<file path="config.mk">
export PLATFORM = sky130hd
export DESIGN_NAME = diferencial_transmisor
export DESIGN_NICKNAME = d
export VERILOG_FILES = /design/src/rtl/diferencial_pkg.sv /design/src/rtl/codificador_nrzi.sv /design/src/rtl/diferencial_transmisor.sv
export SDC_FILE = /design/constraint.sdc
export NUM_CORES = 1
export LEC_CHECK = 0
export ABC_AREA = 1
export ABC_CLOCK_PERIOD_IN_PS = 4100
export BUFFER_PORTS_ARGS = -buffer_cell sky130_fd_sc_hd__clkbuf_2
export CAP_MARGIN = 20
export CELL_PAD_IN_SITES_DETAIL_PLACEMENT = 1
export CELL_PAD_IN_SITES_GLOBAL_PLACEMENT = 1
export CORE_MARGIN = 1.5
export CORE_UTILIZATION = 30
export DETAILED_ROUTE_END_ITERATION = 7
export HOLD_SLACK_MARGIN = 0.15
export PLACE_DENSITY_LB_ADDON = 0.1
export SLEW_MARGIN = 0
export SYNTH_ARGS = -nofsm -noshare
export SYNTH_HDL_FRONTEND = slang
export SYNTH_HIERARCHICAL = 1
export SYNTH_SLANG_ARGS = --single-unit
</file>
<file path="constraint.sdc">
create_clock -name clk -period 4.1 [get_ports clk]
set_input_delay 1.23 -clock clk [delete_from_list [all_inputs] [get_ports clk]]
set_output_delay 1.23 -clock clk [all_outputs]
set_load 0.01 [all_outputs]
</file>
<file path="src/rtl/diferencial_pkg.sv">
// Shared definitions for the differential lane transmitter and its receiver bench:
// state encoding, default timing constants and a counter-width helper.
package diferencial_pkg;

    typedef enum logic [1:0] {
        ELEC_IDLE = 2'b00,
        WAKE      = 2'b01,
        ACTIVO    = 2'b10,
        ILEGAL    = 2'b11
    } estado_t;

    localparam int WAKE_CYCLES_DEF  = 4;
    localparam int IDLE_TIMEOUT_DEF = 16;

    // Width able to hold 0..maxValor, never narrower than one bit.
    function automatic int anchoContador(input int maxValor);
        if (maxValor < 1) begin
            return 1;
        end else begin
            return $clog2(maxValor + 1);
        end
    endfunction

endpackage

</file>
<file path="src/rtl/codificador_nrzi.sv">
// NRZI line encoder: holds the line level and drives the D+/D- pair,
// or parks both pins low (common mode) when not driving.
module codificador_nrzi (
    input  logic clk,
    input  logic rst,
    input  logic enb,
    input  logic toggle,
    input  logic clear,
    input  logic drive,
    output logic salidaP,
    output logic salidaN
);

    logic nivel_r;
    logic nivelNext_s;
    logic salidaP_r;
    logic salidaN_r;

    // Next line level: clear wins over toggle, otherwise hold.
    always_comb begin
        nivelNext_s = nivel_r;
        if (clear) begin
            nivelNext_s = 1'b0;
        end else if (toggle) begin
            nivelNext_s = ~nivel_r;
        end else begin
            nivelNext_s = nivel_r;
        end
    end

    // Level and pin registers; pins follow the level being loaded this edge.
    always_ff @(posedge clk) begin
        if (rst) begin
            nivel_r   <= 1'b0;
            salidaP_r <= 1'b0;
            salidaN_r <= 1'b0;
        end else if (enb) begin
            nivel_r   <= nivelNext_s;
            salidaP_r <= drive & nivelNext_s;
            salidaN_r <= drive & ~nivelNext_s;
        end
    end

    assign salidaP = salidaP_r;
    assign salidaN = salidaN_r;

endmodule

</file>
<file path="src/rtl/diferencial_transmisor.sv">
// Serial-to-differential transmitter: electrical-idle / wake / active FSM with
// wake and inactivity counters, driving an NRZI encoder.
module diferencial_transmisor
    import diferencial_pkg::*;
#(
    parameter int WAKE_CYCLES  = WAKE_CYCLES_DEF,
    parameter int IDLE_TIMEOUT = IDLE_TIMEOUT_DEF
) (
    input  logic clk,
    input  logic rst,
    input  logic enb,
    input  logic entrada,
    input  logic entrada_valid,
    output logic listo,
    input  logic TxElecIdle,
    output logic salidaP,
    output logic salidaN,
    output logic enIdle
);

    localparam int WAKE_W = anchoContador(WAKE_CYCLES);
    localparam int TOUT_W = anchoContador(IDLE_TIMEOUT);
    localparam logic [WAKE_W-1:0] WAKE_ULTIMO = WAKE_W'(WAKE_CYCLES - 1);
    localparam logic [TOUT_W-1:0] TOUT_LIMITE = TOUT_W'(IDLE_TIMEOUT);
    localparam bit TOUT_HABILITADO = (IDLE_TIMEOUT != 0);

    estado_t             estado_r;
    estado_t             estadoNext_s;
    logic [WAKE_W-1:0]   wakeCnt_r;
    logic [WAKE_W-1:0]   wakeCntNext_s;
    logic [TOUT_W-1:0]   toutCnt_r;
    logic [TOUT_W-1:0]   toutCntNext_s;
    logic                toggle_s;
    logic                clear_s;
    logic                drive_s;
    logic                enIdle_r;

    assign listo = (estado_r == ACTIVO) & enb & ~TxElecIdle;

    // Next state, counters and encoder controls; idle request beats timeout beats data.
    always_comb begin
        estadoNext_s  = estado_r;
        wakeCntNext_s = wakeCnt_r;
        toutCntNext_s = toutCnt_r;
        toggle_s      = 1'b0;
        clear_s       = 1'b0;
        case (estado_r)
            ELEC_IDLE: begin
                if (!TxElecIdle && entrada_valid) begin
                    // level is 0 here, so a toggle starts the wake pattern at 1
                    estadoNext_s  = WAKE;
                    wakeCntNext_s = '0;
                    toggle_s      = 1'b1;
                end else begin
                    estadoNext_s  = ELEC_IDLE;
                end
            end
            WAKE: begin
                if (TxElecIdle) begin
                    estadoNext_s  = ELEC_IDLE;
                    wakeCntNext_s = '0;
                    toutCntNext_s = '0;
                    clear_s       = 1'b1;
                end else if (wakeCnt_r == WAKE_ULTIMO) begin
                    estadoNext_s  = ACTIVO;
                    wakeCntNext_s = '0;
                    toutCntNext_s = '0;
                end else begin
                    wakeCntNext_s = wakeCnt_r + 1'b1;
                    toggle_s      = 1'b1;
                end
            end
            ACTIVO: begin
                if (TxElecIdle || (TOUT_HABILITADO && (toutCnt_r == TOUT_LIMITE))) begin
                    estadoNext_s  = ELEC_IDLE;
                    wakeCntNext_s = '0;
                    toutCntNext_s = '0;
                    clear_s       = 1'b1;
                end else if (entrada_valid) begin
                    toggle_s      = entrada;
                    toutCntNext_s = '0;
                end else if (toutCnt_r != '1) begin
                    toutCntNext_s = toutCnt_r + 1'b1;
                end else begin
                    toutCntNext_s = toutCnt_r;
                end
            end
            default: begin
                estadoNext_s  = ELEC_IDLE;
                wakeCntNext_s = '0;
                toutCntNext_s = '0;
                clear_s       = 1'b1;
            end
        endcase
        drive_s = (estadoNext_s != ELEC_IDLE);
    end

    // State, counters and idle status; everything freezes while enb is low.
    always_ff @(posedge clk) begin
        if (rst) begin
            estado_r  <= ELEC_IDLE;
            wakeCnt_r <= '0;
            toutCnt_r <= '0;
            enIdle_r  <= 1'b1;
        end else if (enb) begin
            estado_r  <= estadoNext_s;
            wakeCnt_r <= wakeCntNext_s;
            toutCnt_r <= toutCntNext_s;
            enIdle_r  <= (estadoNext_s == ELEC_IDLE);
        end
    end

    assign enIdle = enIdle_r;

    codificador_nrzi uCodificador (
        .clk     (clk),
        .rst     (rst),
        .enb     (enb),
        .toggle  (toggle_s),
        .clear   (clear_s),
        .drive   (drive_s),
        .salidaP (salidaP),
        .salidaN (salidaN)
    );

endmodule

</file>
== Word-level counts from Yosys, hierarchy flattened ==
Cells that the tools add are included.

* Mux-type cells: 27
* Equality and inequality tests: 9
* Bitwise gates (word level): 8
* Reduce and logical (&&, ||, !) cells: 8
* Add/subtract/negate cells: 2

{| class="wikitable"
|+ Operators with widths
! kind !! count
|-
| 5-bit 2-to-1 mux || 5
|-
| 5-bit one-hot mux with 3 select lines || 1
|-
| 3-bit 2-to-1 mux || 4
|-
| 1-bit 2-to-1 mux || 10
|-
| 3-bit one-hot mux with 3 select lines || 1
|-
| 2-bit 2-to-1 mux || 3
|-
| 1-bit one-hot mux with 3 select lines || 2
|-
| 2-bit one-hot mux with 3 select lines || 1
|-
| 5-bit by 1-bit adder with 5-bit output (second input constant) || 1
|-
| 5-bit equality test (second input constant) || 1
|-
| 5-bit != test (second input constant) || 1
|-
| 1-bit AND || 4
|-
| 2-bit zero test || 2
|-
| 4-bit by 2-bit != test with 1-bit output (second input constant) || 1
|-
| 1-bit inverter || 4
|-
| 4-bit AND reduction || 1
|-
| 3-bit by 1-bit adder with 3-bit output (second input constant) || 1
|-
| 3-bit by 2-bit equality test with 1-bit output (second input constant) || 1
|-
| 3-bit != test (second input constant) || 1
|-
| 3-bit AND reduction || 1
|-
| 2-bit by 1-bit equality test with 1-bit output (second input constant) || 1
|-
| 2-bit equality test (second input constant) || 1
|-
| 2-bit by 1-bit != test with 1-bit output (second input constant) || 1
|-
| 2-bit != test (second input constant) || 1
|-
| other kinds (4) || 4
|}

* Bits of input ports: 6
* Word-level logic and storage cells: 61
* Bits in registers: 14

== Depth between registers and ports, before layout ==
Gate-level depths: netlist of the first run.

* Depth after elaboration: 8
* Depth in mapped cells: 11
* Mapped depth without buffers: 11

== Cells and area by module ==
The synthesis of the first run kept the hierarchy.

{| class="wikitable"
|+ Modules (own cells, without submodules)
! module !! area each (sq um) !! sequential area each (sq um) !! cells each !! instances
|-
| diferencial_transmisor || 779.5 || 220.2 || 121 || 1
|-
| codificador_nrzi || 137.6 || 60.1 || 18 || 1
|}

== Least setup slack after synthesis of the first run ==
No wires, ideal clock.

* Path type: input to output
* From: in enb
* To: out listo
* Buffers on the path: 0
* Arrival time: 1628 ps
* Setup slack: 1242 ps
* Stages on the path: 2
* Data required time: 2870 ps
* Path through: inv_1 > nor3_1

* Longest elaborated chain between the ends: 2

{| class="wikitable"
|+ RTL lines
! what !! line !! RTL
|-
| from (decl) || diferencial_transmisor.sv:11 || <nowiki>input logic enb,</nowiki>
|-
| 1-bit AND (2 in series) || diferencial_transmisor.sv:38 || <nowiki>assign listo = (estado_r == ACTIVO) & enb & ~TxElecIdle;</nowiki>
|-
| to (decl) || diferencial_transmisor.sv:14 || <nowiki>output logic listo,</nowiki>
|}

Every way passes these cells.

== Worst setup path after layout of the first run ==
Ends and elaborated chain as after synthesis.

==> results.cfg, run 1 <==
[yosys]
seq_area_frac_synth_pct = 30.6
synth_compound_area_share_pct = 12.3
synthArstFlopShare_pct = 0
ys_seq_elements = 14
synthXorXnorAreaFrac_pct = 0
post_synth.cell_area_avg_um2 = 6.60
synthMuxAreaShare_pct = 0
synthFlopType = dfxtp_1
yosysWarnings = 6
syn_nets = 149
netlist_area_um2 = 917
synth_simple_gate_area_share_pct = 40.8
yosys.area_share.adder_pct = 5.46
synth_edf_count = 0
postSynthCellCount = 139
synth.distinct_cells = 25
synth_top_family_by_area = simple AND/OR/NAND/NOR gates

[drt]
postRouteWirelength_um = 2310
remaining_drc_errors = 1
dr_total_vias = 903
drtAntennaViolNets = 0
drt_iter0_markers = 23
avgViaCountPerCell = 4.99
routedWlPerCell_um = 12.8
firstDrtPassIters = 6

[floorplanning]
core-area_mm2 = 0.00283
num_rows = 19
initial_core_util_pct = 32.4
die_w_um = 58.3
die_h_um = 58.3
ios = 10
design.die.area_mm2 = 0.00340

[power_and_ir_drop]
irDropWorstVdd_uv = 99.7
p_leak_nw = 0.468
power_mw = 0.298
power_density_mw_per_mm2 = 293

[global_route]
grt_pass1_wl_um = 4160
grt_pass1_vias = 913
track_usage_pct = 16.2
antenna_found_initial = 0
grt_max_degree = 10
overflow = 0

[cells_and_area]
drive_gt1_share_pct = 20.7
diodes = 0
final_util_pct = 36.0
syn2layout_area_growth_pct = 11.1
final_cells = 181
design_area_mm2 = 0.00102
final_nets = 162

[worst_setup_path]
worst_setup_path_end_kind = primary output
critical_path_required_ps = 2870
path_buf_inv = 3
critical_path_class = in2out
cp_common_cell = clkbuf_2
cp_slowest_cell = nor3_1
cp_max_fo = 6
cp_cell_sequence = clkbuf_2 -> inv_1 -> nor3_1 -> clkbuf_2
critical-path-max-stage-delay_ps = 230
crit_family = buffers and inverters
start_kind = input port
arrival_ps = 1890

[timing]
finClkSkew_ps = 2.01
worst-slew-pin-transition_ps = 306
min_period_ps = 3120
period_share_pct = 76.1
setup_ws_ps = 980
finalHoldViolCount = 0
hold_ws_ps = 474
max_freq_mhz = 321
tns_ps = 0
relSlewSlack_pct = 79.6
rsz0062_at_grt = no
finalSetupViolations = 0
drv_slew = 0

[placement]
port_buffers = 9
place_hpwl_um = 1820
gp_congestion = 0.766
dp.cells = 178
post-place-ws_ps = 977
dpl_cell_area_um2 = 996

[clock_network]
clkSinkCount = 14
cts_buffer_depth = 2
numCtsBuffers = 3
postCtsSetupRepairBufs = 0
clock_latency_ps = 290
holdBufCountCts = 0
cts_tree = done
post_cts_resized = 0
ctsRootBufferMaster = clkbuf_4
h-tree-depth = 1
clkSlewWorstSetupHoldPaths_ps = 90

[run]
cap_violations = 0

[status]
status = finished, violations left
failed_checks = DRC

[min_path]
hold_path_class = reg2reg
==> worst min-delay path, stage by stage (launching register included) <==
cell and delay [ps]:
dfxtp_1 320, nand2_1 60, a21oi_1 60
==> routing by layer <==
metal / GRT usage (%) / part of all wire (%)
met4: 7.97 / 1.6
met3: 2.86 / 2.5
met1: 21.4 / 52
met5: 0 / 0
met2: 25.5 / 44
==> cell families (layout without fill, tap and decap cells) <==
family	Yosys count	after routing
simple gates	76	76
compound gates	20	20
buf+inv	25	36
fa+ha+maj	4	4
flops	14	14
==> final cells by class <==
type	instances	area, um^2
clock buffer	3	22.5
inverter	24	95.1
fill	377	1810
timing repair buffer	9	45.0
tap	31	38.8
multi-input combinational	100	537
sequential	14	280
==> final timing paths <==
| check | start | to | slack (ps) | depth (start not counted) |
|---|---|---|---|---|
| max | enb | listo | 980 | 4 |
| min | uCodificador/salidaP | uCodificador/salidaP | 470 | 2 |
| max reg2reg | toutCnt_r[0] | uCodificador/salidaN | 2200 | 11 |
| min reg2reg | uCodificador/salidaP | uCodificador/salidaP | 470 | 2 |
==> placed cells by master (no fill, tap or decap), types with 3 or more instances in the layout <==
cell type | Yosys | routed
inv_1 | 19 | 19
o21ai_0 | 5 | 5
dfxtp_1 | 14 | 14
nor2_2 | 5 | 5
nand3_1 | 9 | 9
inv_2 | 4 | 4
nand4_1 | 3 | 3
nor2_1 | 20 | 20
ha_1 | 4 | 4
clkbuf_4 | 0 | 3
nand2_1 | 29 | 29
clkbuf_2 | 0 | 9
a21oi_1 | 9 | 9
==> synthesized netlist by cell type (2+ instances only) <==
master	n	area, um^2
nand2_1	29	109
nor2_1	20	75.1
inv_1	19	71.3
dfxtp_1	14	280
a21oi_1	9	45.0
nand3_1	9	45.0
nor2_2	5	31.3
o21ai_0	5	25.0
ha_1	4	50.1
inv_2	4	15.0
nand4_1	3	18.8
a21oi_2	2	17.5
nand2_2	2	12.5
nor3_1	2	10.0
o21ai_1	2	10.0
==> flip-flops by register name (all words and copies together) (netlist names) <==
| register | count |
|---|---|
| wakeCnt_r | 3 |
| uCodificador/nivel_r | 1 |
| estado_r | 2 |
| uCodificador/salidaN | 1 |
| toutCnt_r | 5 |
| enIdle | 1 |
| uCodificador/salidaP | 1 |
==> where the power goes <==
part           switching, mW  total (mW)  internal [mW]
Combinational         0.0404      0.0618         0.0214
Clock                 0.0514      0.0855         0.0342
Sequential           0.00743       0.151          0.143
Total                 0.0992       0.298          0.199
(Power assumes the default switching activity.)
==> run 2, diff against run 1 <==
Settings changed: ABC_CLOCK_PERIOD_IN_PS 4100 to 2800.
Clock period 4.1 ns to 2.8 ns, I/O delays scaled along.
==> results.cfg, run 2 (synthesized netlist as in run 1, its figures left out) <==
[worst_setup_path]
cp_common_cell = clkbuf_2
critical_path_required_ps = 1960
cp_max_fo = 6
cp_slowest_cell = nor3_1
critical_path_class = in2out
worst_setup_path_end_kind = primary output
arrival_ps = 1520
path_buf_inv = 3
start_kind = input port
cp_cell_sequence = clkbuf_2 -> inv_1 -> nor3_1 -> clkbuf_2
critical-path-max-stage-delay_ps = 240
crit_family = buffers and inverters

[cells_and_area]
final_util_pct = 36.5
top_register = toutCnt_r
design_area_mm2 = 0.00103
diodes = 0
layout_commonest_cell = nand2_1
final_nets = 162
drive_gt1_share_pct = 21.2
final_cells = 182
layout_common_cells = nand2_1, nor2_1, inv_1
layout_top_registers = toutCnt_r x5, wakeCnt_r x3, estado_r x2
syn2layout_area_growth_pct = 12.6
largest_register_ffs = 5

[power_and_ir_drop]
p_leak_nw = 0.475
power_density_mw_per_mm2 = 454
power_mw = 0.468
irDropWorstVdd_uv = 309

[timing]
rsz0062_at_grt = no
finalSetupViolations = 0
tns_ps = 0
max_freq_mhz = 424
relSlewSlack_pct = 80.2
finClkSkew_ps = 10.6
drv_slew = 0
worst-slew-pin-transition_ps = 297
hold_ws_ps = 469
setup_ws_ps = 444
period_share_pct = 84.2
min_period_ps = 2360
finalHoldViolCount = 0

[global_route]
grt_pass1_vias = 925
antenna_found_initial = 0
grt_max_degree = 10
overflow = 0
track_usage_pct = 15.5
grt_pass1_wl_um = 4040

[drt]
drt_iter0_markers = 17
postRouteWirelength_um = 2280
firstDrtPassIters = 6
drtAntennaViolNets = 0
avgViaCountPerCell = 4.90
remaining_drc_errors = 1
dr_total_vias = 892
routedWlPerCell_um = 12.5

[min_path]
hold_path_class = reg2reg

[run]
cap_violations = 0

[floorplanning]
core-area_mm2 = 0.00283
design.die.area_mm2 = 0.00340
num_rows = 19
die_h_um = 58.3
initial_core_util_pct = 32.4
ios = 10
die_w_um = 58.3

[placement]
dp.cells = 178
place_hpwl_um = 1820
post-place-ws_ps = 436
gp_congestion = 0.768
port_buffers = 9
dpl_cell_area_um2 = 996

[clock_network]
clkSlewWorstSetupHoldPaths_ps = 90
clock_latency_ps = 290
postCtsSetupRepairBufs = 0
h-tree-depth = 1
holdBufCountCts = 0
post_cts_resized = 0
numCtsBuffers = 3
clkSinkCount = 14
cts_buffer_depth = 2
cts_tree = done
ctsRootBufferMaster = clkbuf_4

[status]
failed_checks = DRC
status = finished, violations left
==> run 2: cell types whose count changed in the layout (fill, tap and decap cells not counted), sizes merged <==
cell,change
clkbuf,+1
==> run 2: worst reg2reg max path: stages (launching register included) <==
cell and delay [ps]:
dfxtp_1 420, inv_1 60, ha_1 190, nand2_1 60
inv_1 50, a21oi_2 190, nand2_2 130, o21ai_0 250
inv_1 80, nand2_1 100, nand3_1 110, nor3b_2 170
==> run 2: layout make-up <==
| type | instances | area [um^2] |
|---|---|---|
| inverters | 24 | 95.1 |
| repair buffers | 9 | 45.0 |
| flip-flops and latches | 14 | 280 |
| fillers | 381 | 1800 |
| clock buffers | 4 | 36.3 |
| well taps | 31 | 38.8 |
| multi-input cells | 100 | 537 |
==> run 2: where the power goes <==
part           switching, mW  total [mW]  internal [mW]
Clock                 0.0779       0.157         0.0792
Combinational         0.0591      0.0905         0.0314
Sequential            0.0106       0.221          0.210
==> run 2: path summary, 6_finish.rpt <==
check / from / endpoint / slack [ps] / cells after the start
worst max-delay path: enb / listo / 440 / 4
worst min-delay path: wakeCnt_r[1] / wakeCnt_r[1] / 470 / 2
worst max register to register: toutCnt_r[0] / uCodificador/salidaN / 900 / 11
worst min register to register: wakeCnt_r[1] / wakeCnt_r[1] / 470 / 2
==> run 2: layer usage <==
metal	GRT usage, %	vias to the layer above	share of wire [%]
li1	-	465	-
met1	19.3	413	48
met2	27.0	12	48
met3	3.96	2	3.4
met4	2.99	0	0.79
met5	0	-	0
==> run 3, diff against run 2 <==
Settings changed: ABC_CLOCK_PERIOD_IN_PS 2800 to 2050.
Clock period 2.8 ns to 2.05 ns, I/O delays scaled along.
==> results.cfg, run 3 (synthesized netlist as in run 1, its figures left out) <==
[drt]
remaining_drc_errors = 0
firstDrtPassIters = 6
routedWlPerCell_um = 12.6
drt_iter0_markers = 45
drtAntennaViolNets = 0
postRouteWirelength_um = 2300
avgViaCountPerCell = 4.86
dr_total_vias = 885

[clock_network]
clock_latency_ps = 280
clkSinkCount = 14
post_cts_resized = 0
holdBufCountCts = 0
ctsRootBufferMaster = clkbuf_4
numCtsBuffers = 3
cts_buffer_depth = 2
clkSlewWorstSetupHoldPaths_ps = 80
postCtsSetupRepairBufs = 0
h-tree-depth = 1
cts_tree = done

[cells_and_area]
fillCellCount = 374
diodes = 0
largest_register_ffs = 5
syn2layout_area_growth_pct = 12.0
layout_top_registers = toutCnt_r x5, wakeCnt_r x3, estado_r x2
design_area_mm2 = 0.00103
drive_gt1_share_pct = 21.9
layout_common_cells = nand2_1, nor2_1, inv_1
final_nets = 163
top_register = toutCnt_r
layout_commonest_cell = nand2_1

[power_and_ir_drop]
p_leak_nw = 0.473
irDropWorstVdd_uv = 292
p_sw_share_pct = 31.7
pwr-share-seq_pct = 51.7
switching_power_mw = 0.185
comb_power_share_pct = 21.3
power_mw = 0.585
p_int_mw = 0.399
power_density_mw_per_mm2 = 569
pwr-share-clk_pct = 27.0

[floorplanning]
die_w_um = 58.3
core-area_mm2 = 0.00283
design.die.area_mm2 = 0.00340
num_rows = 19
die_h_um = 58.3
initial_core_util_pct = 32.4
ios = 10

[placement]
place_hpwl_um = 1830
dpl_cell_area_mm2 = 0.00100
gp_congestion = 0.762
port_buffers = 9

[timing]
finalSetupViolations = 0
finalHoldViolCount = 0
drv_slew = 0
relSlewSlack_pct = 79.1
max_freq_mhz = 514
worst-slew-pin-transition_ps = 313
finClkSkew_ps = 6.83
period_share_pct = 94.8
rsz0062_at_grt = yes
min_period_ps = 1940

[worst_setup_path]
arrival_ps = 1330
worst_setup_path_end_kind = primary output
path_buf_inv = 2
critical-path-max-stage-delay_ps = 400
cp_slowest_cell = dfxtp_1
crit_family = simple AND/OR/NAND/NOR gates
critical_path_class = reg2out
reg2reg_slack_ps = 230
start_kind = flop
cp_max_fo = 6
cp_cell_sequence = nor2_4 -> inv_2 -> nor3_1 -> clkbuf_2
critical_path_required_ps = 1430

[global_route]
antenna_found_initial = 0
grt_pass1_vias = 934
grt_max_degree = 10
grt_pass1_wl_um = 4140
track_usage_pct = 15.8
overflow = 0

[run]
cap_violations = 0

[status]
status = completed

[min_path]
hold_path_class = reg2reg
## run 3: final cells by class
| class | count | area [um^2] | share of cell area (%) |
|---|---|---|---|
| tap | 31 | 38.8 | 3.78 |
| multi-input combinational | 100 | 537 | 52.3 |
| clock buffer | 3 | 22.5 | 2.19 |
| inverter | 24 | 95.1 | 9.26 |
| timing repair buffer | 10 | 52.6 | 5.12 |
| sequential | 14 | 282 | 27.4 |
## run 3: worst paths after layout
check | startpoint | end | depth (start not counted)
max | estado_r[0] | listo | 4
min | uCodificador/salidaP | uCodificador/salidaP | 2
max reg2reg | toutCnt_r[0] | uCodificador/salidaN | 11
min reg2reg | uCodificador/salidaP | uCodificador/salidaP | 2
## run 3: worst register-to-register path, cell delays in order (launching register included)
cell and delay (ps):
dfxtp_1 420, inv_1 60, ha_1 190, nand2_1 70, inv_1 60, a21oi_2 190, nand2_2 140, o21ai_1 200
inv_1 60, nand2_1 80, nand3_1 90, nor3b_2 160
## run 3: through the flow
stage               setup TNS [ps]  hold slack [ps]  utilization [%]  setup WS [ps]  cells
detailed placement               0              459             35.5            173    179
CTS                              0              475             36.3           19.8    182
floorplan                        0              437                -            422    139
global route                 -17.9              483             36.3          -17.9    182
finish                           0              469             36.3            106    182
global placement                 0              455             35.5            189    179
## run 3: routing by layer
metal  GRT usage, %  vias up  wire length (um)
li1               -      465                 -
met1           20.9      408              1160
met2           25.5       10              1050
met3           4.18        2                64
met4           3.99        0                17
met5              0        -                 0
## run 3: power by group through the flow
stage / sequential (mW) / clock, mW / combinational, mW
floorplan: 0.306 / 0 / 0.0899
global placement: 0.308 / 0 / 0.122
detailed placement: 0.308 / 0 / 0.126
CTS: 0.302 / 0.174 / 0.127
global route: 0.304 / 0.180 / 0.147
finish: 0.302 / 0.158 / 0.125
